**config.mk**
```make
export PLATFORM = sky130hd
export DESIGN_NAME = uart_program_loader
export DESIGN_NICKNAME = d
export VERILOG_FILES = /design/src/rtl/uart_program_loader.sv
export SDC_FILE = /design/constraint.sdc
export NUM_CORES = 1
export LEC_CHECK = 0
export ABC_AREA = 1
export ABC_CLOCK_PERIOD_IN_PS = 3190
export CAP_MARGIN = 20
export CORE_UTILIZATION = 60
export DETAILED_ROUTE_END_ITERATION = 10
export GPL_TIMING_DRIVEN = 1
export PLACE_DENSITY = 0.84
export SLEW_MARGIN = 20
export SYNTH_ARGS = -nofsm -noshare
export SYNTH_HDL_FRONTEND = slang
export SYNTH_SLANG_ARGS = --single-unit
```
**constraint.sdc**
```tcl
create_clock -name clk -period 3.19 [get_ports clk]
set_input_delay 0.7975 -clock clk [delete_from_list [all_inputs] [get_ports clk]]
set_output_delay 0.7975 -clock clk [all_outputs]
set_load 0.05 [all_outputs]
```
**src/rtl/uart_program_loader.sv**
```systemverilog
// uart_program_loader: turns 'L' count data... UART byte stream into instruction-memory word writes, 'R' releases cpu_hold
// Ports: clk, reset (sync, active-high); rx_data/rx_done_tick from uart_rx;
//        mem_we/mem_addr/mem_wdata to instruction memory write port;
//        cpu_hold to pipeline; busy, load_done_tick, load_error status.
module uart_program_loader #(
  parameter int          ADDR_W      = 11,
  parameter int          TIMEOUT_CYC = 2000000,
  parameter int          TO_BIT      = 21,
  parameter logic [7:0]  LOAD_CMD    = 8'h4C,
  parameter logic [7:0]  RUN_CMD     = 8'h52
) (
  input  logic              clk,
  input  logic              reset,
  input  logic [7:0]        rx_data,
  input  logic              rx_done_tick,
  output logic              mem_we,
  output logic [ADDR_W-1:0] mem_addr,
  output logic [31:0]       mem_wdata,
  output logic              cpu_hold,
  output logic              busy,
  output logic              load_done_tick,
  output logic              load_error
);
  typedef enum logic [1:0] {IDLE, CNT_HI, CNT_LO, DATA} state_t;
  localparam logic [16:0] MAX_WORDS = 17'(1) << ADDR_W;
  state_t            state;
  logic [7:0]        cnt_hi;
  logic [15:0]       words_left;
  logic [1:0]        byte_idx;
  logic [23:0]       word;
  logic [TO_BIT-1:0] timer;
  logic [15:0]       count;
  logic              count_bad;
  assign count     = {cnt_hi, rx_data};
  assign count_bad = (count == 16'd0) || ({1'b0, count} > MAX_WORDS);
  always_ff @(posedge clk) begin
    if (reset) begin
      state          <= IDLE;
      cnt_hi         <= '0;
      words_left     <= '0;
      byte_idx       <= '0;
      word           <= '0;
      timer          <= '0;
      mem_we         <= 1'b0;
      mem_addr       <= '0;
      mem_wdata      <= '0;
      cpu_hold       <= 1'b0;
      busy           <= 1'b0;
      load_done_tick <= 1'b0;
      load_error     <= 1'b0;
    end else begin
      mem_we         <= 1'b0;
      load_done_tick <= 1'b0;
      // address advances in the cycle after each write; a LOAD_CMD below overrides it
      if (mem_we) mem_addr <= mem_addr + ADDR_W'(1);
      if (state == IDLE) begin
        // busy is held through the final-write cycle, then dropped here
        busy <= 1'b0;
        if (rx_done_tick && rx_data == LOAD_CMD) begin
          state      <= CNT_HI;
          cpu_hold   <= 1'b1;
          load_error <= 1'b0;
          mem_addr   <= '0;
          timer      <= '0;
          busy       <= 1'b1;
        end else if (rx_done_tick && rx_data == RUN_CMD) begin
          cpu_hold <= 1'b0;
        end
      end else if (rx_done_tick) begin
        timer <= '0;
        case (state)
          CNT_HI: begin
            cnt_hi <= rx_data;
            state  <= CNT_LO;
          end
          CNT_LO: begin
            if (count_bad) begin
              load_error <= 1'b1;
              state      <= IDLE;
              busy       <= 1'b0;
            end else begin
              words_left <= count;
              byte_idx   <= '0;
              state      <= DATA;
            end
          end
          default: begin
            word     <= {word[15:0], rx_data};
            byte_idx <= byte_idx + 2'd1;
            if (byte_idx == 2'd3) begin
              mem_we     <= 1'b1;
              mem_wdata  <= {word, rx_data};
              words_left <= words_left - 16'd1;
              if (words_left == 16'd1) begin
                load_done_tick <= 1'b1;
                state          <= IDLE;
              end
            end
          end
        endcase
      end else if (timer == TO_BIT'(TIMEOUT_CYC - 1)) begin
        load_error <= 1'b1;
        state      <= IDLE;
        busy       <= 1'b0;
        timer      <= '0;
      end else begin
        timer <= timer + TO_BIT'(1);
      end
    end
  end
endmodule
```
# == Word-level counts from Yosys, hierarchy flattened ==
# Cells that the tools add are included.
# classes
n_reduce_logical,20
eq_ne,13
n_mux,36
bitwise,5
magnitude_cmp,1
add_sub_neg,4
# op_table
op,count
2-to-1 mux 21 bit,4
2-to-1 mux 11 bit,3
2-to-1 mux 16 bit,2
one-hot mux 16 bit (2 select lines),1
adder 21 x 1 -> 21 bit (second input constant),1
equality test 21 bit (second input constant),1
equality test 16 x 1 -> 1 bit (second input constant),1
equality test 8 x 7 -> 1 bit (second input constant),2
greater-than comparator 16 x 12 -> 1 bit (second input constant),1
zero test 16 bit,1
2-to-1 mux 1 bit,16
2-to-1 mux 2 bit,8
AND reduction 4 bit,4
subtractor 16 x 1 -> 16 bit (second input constant),1
adder 11 x 1 -> 11 bit (second input constant),1
!= test 5 x 1 -> 1 bit (second input constant),2
AND reduction 3 bit,3
one-hot mux 2 bit (2 select lines),2
!= test 3 x 1 -> 1 bit (second input constant),2
OR reduction 6 bit,1
NOT 1 bit,5
AND reduction 5 bit,1
OR reduction 5 bit,1
equality test 2 bit (second input constant),2
11 further kinds,13
# totals
elab_cells,92
inputBits,11
reg_bits,121

# == Logic depth before layout (Yosys ltp) ==
# logic_depth
ltp_word,6
depth_mapped,13
depth_no_buf,12

# == Worst setup path after synthesis ==
# OpenSTA, ideal clock, no wires.
# synth_timing
kind,input to register
startpoint,input port rx_data[0]
endpoint,register words_left[13]
required_time_ns,3.076
slack_ns,1.306
setup_ns,0.114
stages,11
t_arrival_ns,1.770
path_cell_list,nor2_4 -> nand2_2 -> nor2_2 -> nand2_1 -> nand2_1 -> nand2_1 -> nand2_2 -> nand3_4 -> buf_2 -> a21oi_1 -> nor2_1
# synth_via
elab_chain_cells,4
# synth_rtl
item,line,source
"start, declared",14,"input logic [7:0] rx_data,"
greater-than comparator 16 x 12 -> 1 bit or zero test 16 bit (tied branches),35,"assign count_bad = (count == 16'd0) || ({1'b0, count} > MAX_WORDS);"
logical OR 1 bit *,35,
!= test 2 bit (no line) *,n/a,
AND reduction 5 bit (no line) *,n/a,
"end signal, assigned",82,words_left <= count;
"end signal, assigned",93,words_left <= words_left - 16'd1;
"end, declared",28,logic [15:0] words_left;
# Every way passes the cells marked *; elsewhere a longest branch is shown, timed or not.
# A chain may end at the register's enable or synchronous reset.

# == Worst setup path in the final report ==
# layout_timing
startpoint,register mem_addr[2]
endpoint,output port mem_addr[2]
# layout_lines
item,line,source
"start, declared",17,"output logic [ADDR_W-1:0] mem_addr,"
"start signal, assigned",55,if (mem_we) mem_addr <= mem_addr + ADDR_W'(1);
# No word-level cell between the ends.

==> metrics list <==
- Derived from the worst setup path, the maximum achievable clock frequency is 388.0 MHz.
- In this run the static leakage power is 2.683 nW.
- Fraction of the yosys area taken by sequential cells: 42.74%
* CTS sink count: 121
- Worst clock skew: 0.01219 ns
* Number of endpoints with negative hold slack in the final report: 0
- Average size of a mapped cell: 6.929 um^2
- The floorplan step set the die width to 99.20 um.
- At the pin with the least slew margin, the transition time is 0.5647 ns.
- Buffers plus inverters on the worst setup path: 1
* Bufs on Longest Clock Path: 2
- Count of standard-cell rows: 35
- Vertical die dimension: 99.20 um
- For this run, the detailed router's first-pass iteration total came to 5.
- Number of I/O pins: 59
- Number of buffer cells added on primary ports: 58
- Along the worst path, the maximum fanout reaches 5.
- The synthesized netlist devotes 11.92% of its cell area to compound gates.
* Iteration-0 DRC count of the detailed router: 435
* Hold Path Depth: 2
* Crit end category: primary output
- Routed wire per std cell: 14.26 um
- After legalization and detailed placement, the total HPWL measured 9432 um.
- Effective utilization at floorplan: 61.63%
- Maxcap violations: 0
* Worst hold-check path type: flop to flop
* Tcrit/Tclk final: 80.79%
- For the worst setup path, the data required time is 2.39 ns.
- Final TNS setup: 0 ns
- The congestion estimate from routability-driven global placement came to 0.9213.
- For this run, asynchronously set or reset flops after synthesis account for 0%.
* CP Depth: 1
* Cell family with the largest share of critical-path delay: buffers and inverters
* Delay of the slowest cell on the worst path: 0.84 ns
- Synth warn: 0
- Ratio of routed vias to standard cells: 5.660
* CTS tree: built
- After the last flow step, the layout net total stands at 889.
* Slew margin rel.: 62.35%
- The setup path with the least slack is of type flop to primary output.
- Number of global-route vias before repair: 5143
* Synth Flop Type: dfxtp_1
- Count of antenna-violating nets left after detailed routing: 0
- Post-Route WL: 14160 um
- Measured in cells, the most critical reg-to-reg path has a length of 8.
* Clock insertion delay at the later pin of the skew report: 0.53 ns
- Number of synthesized flops with an enable pin: 0
* Yosys cell types: 38
- Gates resized during post-CTS repair numbered 0.
* Root buf cell: clkbuf_8
- Antenna violations before repair: 0
- Mapped Cells: 818
- By area, the combinational part of the netlist is dominated by simple AND/OR/NAND/NOR gates.
- Post-layout min period: 2.577 ns
- Synthesis produced a netlist with a net count of 838.
* Peak supply drop: 0.3369 mV
* Number of buffers inserted for hold repair after clock tree synthesis: 0
- In this run the number of H-tree levels came out at 4.
* Maximum number of pins on one net before global-route repair: 58
* Run status: completed
- The worst setup path is launched from a flop.
- Setup violations remaining at the end of the flow were counted as 0.
* Total power per unit cell area: 521.3 nW/um^2
* Fin util: 74.87%
- Crit path arrival time: 1.78 ns
- Slowest cell on crit path: clkdlybuf4s50_1
* Area added between synthesis and finish: 21.48%
- Netlist Area Pre-Place: 5668 um^2
* Count of vias placed by the detailed router: 5620
- Flop and latch count out of synthesis: 121
* Overall fraction of global-route tracks in use: 30.03%
- Adder-cell share of the synthesized area: 1.987%
- After floorplanning, the core was sized to cover 9196 um^2.
- Summing the areas of all and, or, nand and nor instances in the mapped netlist gives 33.38% of the synthesized area.
- Summing the areas of all xor and xnor instances in the mapped netlist gives 1.854% of the synthesized area.
* Drc violations: 0
- The first global-routing pass estimated 23690 um of wire.
- Clock-pin slew was measured on the worst setup and hold paths at 0.07 ns.
- Summed over all layers, the global routing overflow is 0.
* Share of synthesized area spent on multiplexers: 0.1766%
- Number of buffers inserted by post-CTS setup repair: 0
- Setup repair after global routing missed its margin: false
* Fin. max-slew vios: 0
- Total clock buffers created by CTS: 17
- Cells with a size suffix above 1 make up 6.689% of the layout.
* Cell-by-cell trace of the critical path: clkdlybuf4s50_1
- Antenna cells: 0
- The die covers 9840 um^2.
-- cell usage after synthesis, types with 2 or more instances --
master	count	share of area, %
xor2_1	11	1.7
nand4_1	21	2.3
nor2_2	2	0.22
nor3_1	14	1.2
or2_2	2	0.22
a31oi_1	4	0.44
nor2_4	2	0.40
a21oi_1	71	6.3
nand3b_1	3	0.40
nor2_1	128	8.5
nor4_1	3	0.33
nand2_2	6	0.66
nand3_1	73	6.4
ha_1	9	2.0
buf_6	2	0.40
nor3b_1	6	0.79
buf_2	9	0.79
o21ai_0	42	3.7
dfxtp_1	121	43
clkbuf_1	25	1.7
inv_1	74	4.9
o21bai_1	2	0.26
nand2_1	173	11
-- flip-flops by register name, summed over array words and instances (netlist names), 2 cells and up --
register and count:
mem_wdata 32, word 24, timer 21, words_left 16, mem_addr 11, cnt_hi 8
byte_idx 2, state 2
-- kinds of logic after synthesis --
group	Yosys count
multiplexers	1
AO/OA/AOI/OAI	128
AND/OR/NAND/NOR	435
flip-flops	121
adder cells (fa/ha/maj)	9
buffers and inverters	112
XOR/XNOR	12
-- worst min-delay path, stage by stage, from the launching register on --
cell	delay, ns
dfxtp_1	0.31
nand2_1	0.06
a21oi_1	0.05
-- cell type report --
type                       count  area, um^2
clock buffer                  18       427.9
clock inverter                14       161.4
fill                         663        2311
inverter                      75       281.5
multi-input combinational    585        2795
sequential                   121        2422
tap                          111       138.9
timing repair buffer          69       658.1
-- per-stage QoR --
stage / std cells / setup WS [ns] / cell area, um^2 / hold slack, ns / power (mW)
after CTS: 993 / 0.5961 / 6885 / 0.4625 / 3.597
after detailed placement: 961 / 0.3569 / 6296 / 0.4547 / 1.712
after global routing: 993 / 0.5526 / 6885 / 0.4798 / 3.695
final: 993 / 0.6129 / 6885 / 0.4642 / 3.589
after floorplan: 818 / 1.306 / 5668 / 0.4374 / 1.654
after global placement: 961 / 0.4851 / 6296 / 0.4491 / 1.708
-- metal layers --
metal / track usage (%) / vias to the layer above / share of wire, %
met5: 0 / - / 0
li1: - / 2771 / -
met1: 39.19 / 2605 / 45
met2: 48.90 / 219 / 47
met3: 7.660 / 25 / 6.3
met4: 9.729 / 0 / 1.2
-- final timing paths --
check,end,slack (ns),startpoint
worst max-delay path,mem_addr[2],0.61,mem_addr[2]$_SDFF_PP0_
worst min-delay path,mem_wdata[6]$_SDFFE_PP0P_,0.46,mem_wdata[6]$_SDFFE_PP0P_
worst max register to register,words_left[12]$_SDFFE_PP0P_,1.13,state[1]$_SDFFE_PP0P_
worst min register to register,mem_wdata[6]$_SDFFE_PP0P_,0.46,mem_wdata[6]$_SDFFE_PP0P_
-- power by group --
| group | switching [mW] | internal (mW) | total (mW) |
|---|---|---|---|
| clock | 0.755 | 1.15 | 1.90 |
| sequential | 0.00698 | 1.52 | 1.53 |
| combinational | 0.111 | 0.0471 | 0.158 |
| total | 0.873 | 2.72 | 3.59 |
-- cell usage in the layout, fill, tap and decap left out, drive strengths merged, types with 3 or more instances in the layout --
master	n
nand3	74
ha	9
dfxtp	121
xor2	11
buf	12
clkdlybuf4s50	57
clkbuf	18
a21oi	71
a31oi	4
nor3b	6
nand4	21
nand3b	3
nand2	179
nor3	14
inv	81
o21ai	43
clkinvlp	5
nor2	132
nor4	3
Note: power is estimated with default switching activity, not from simulation.
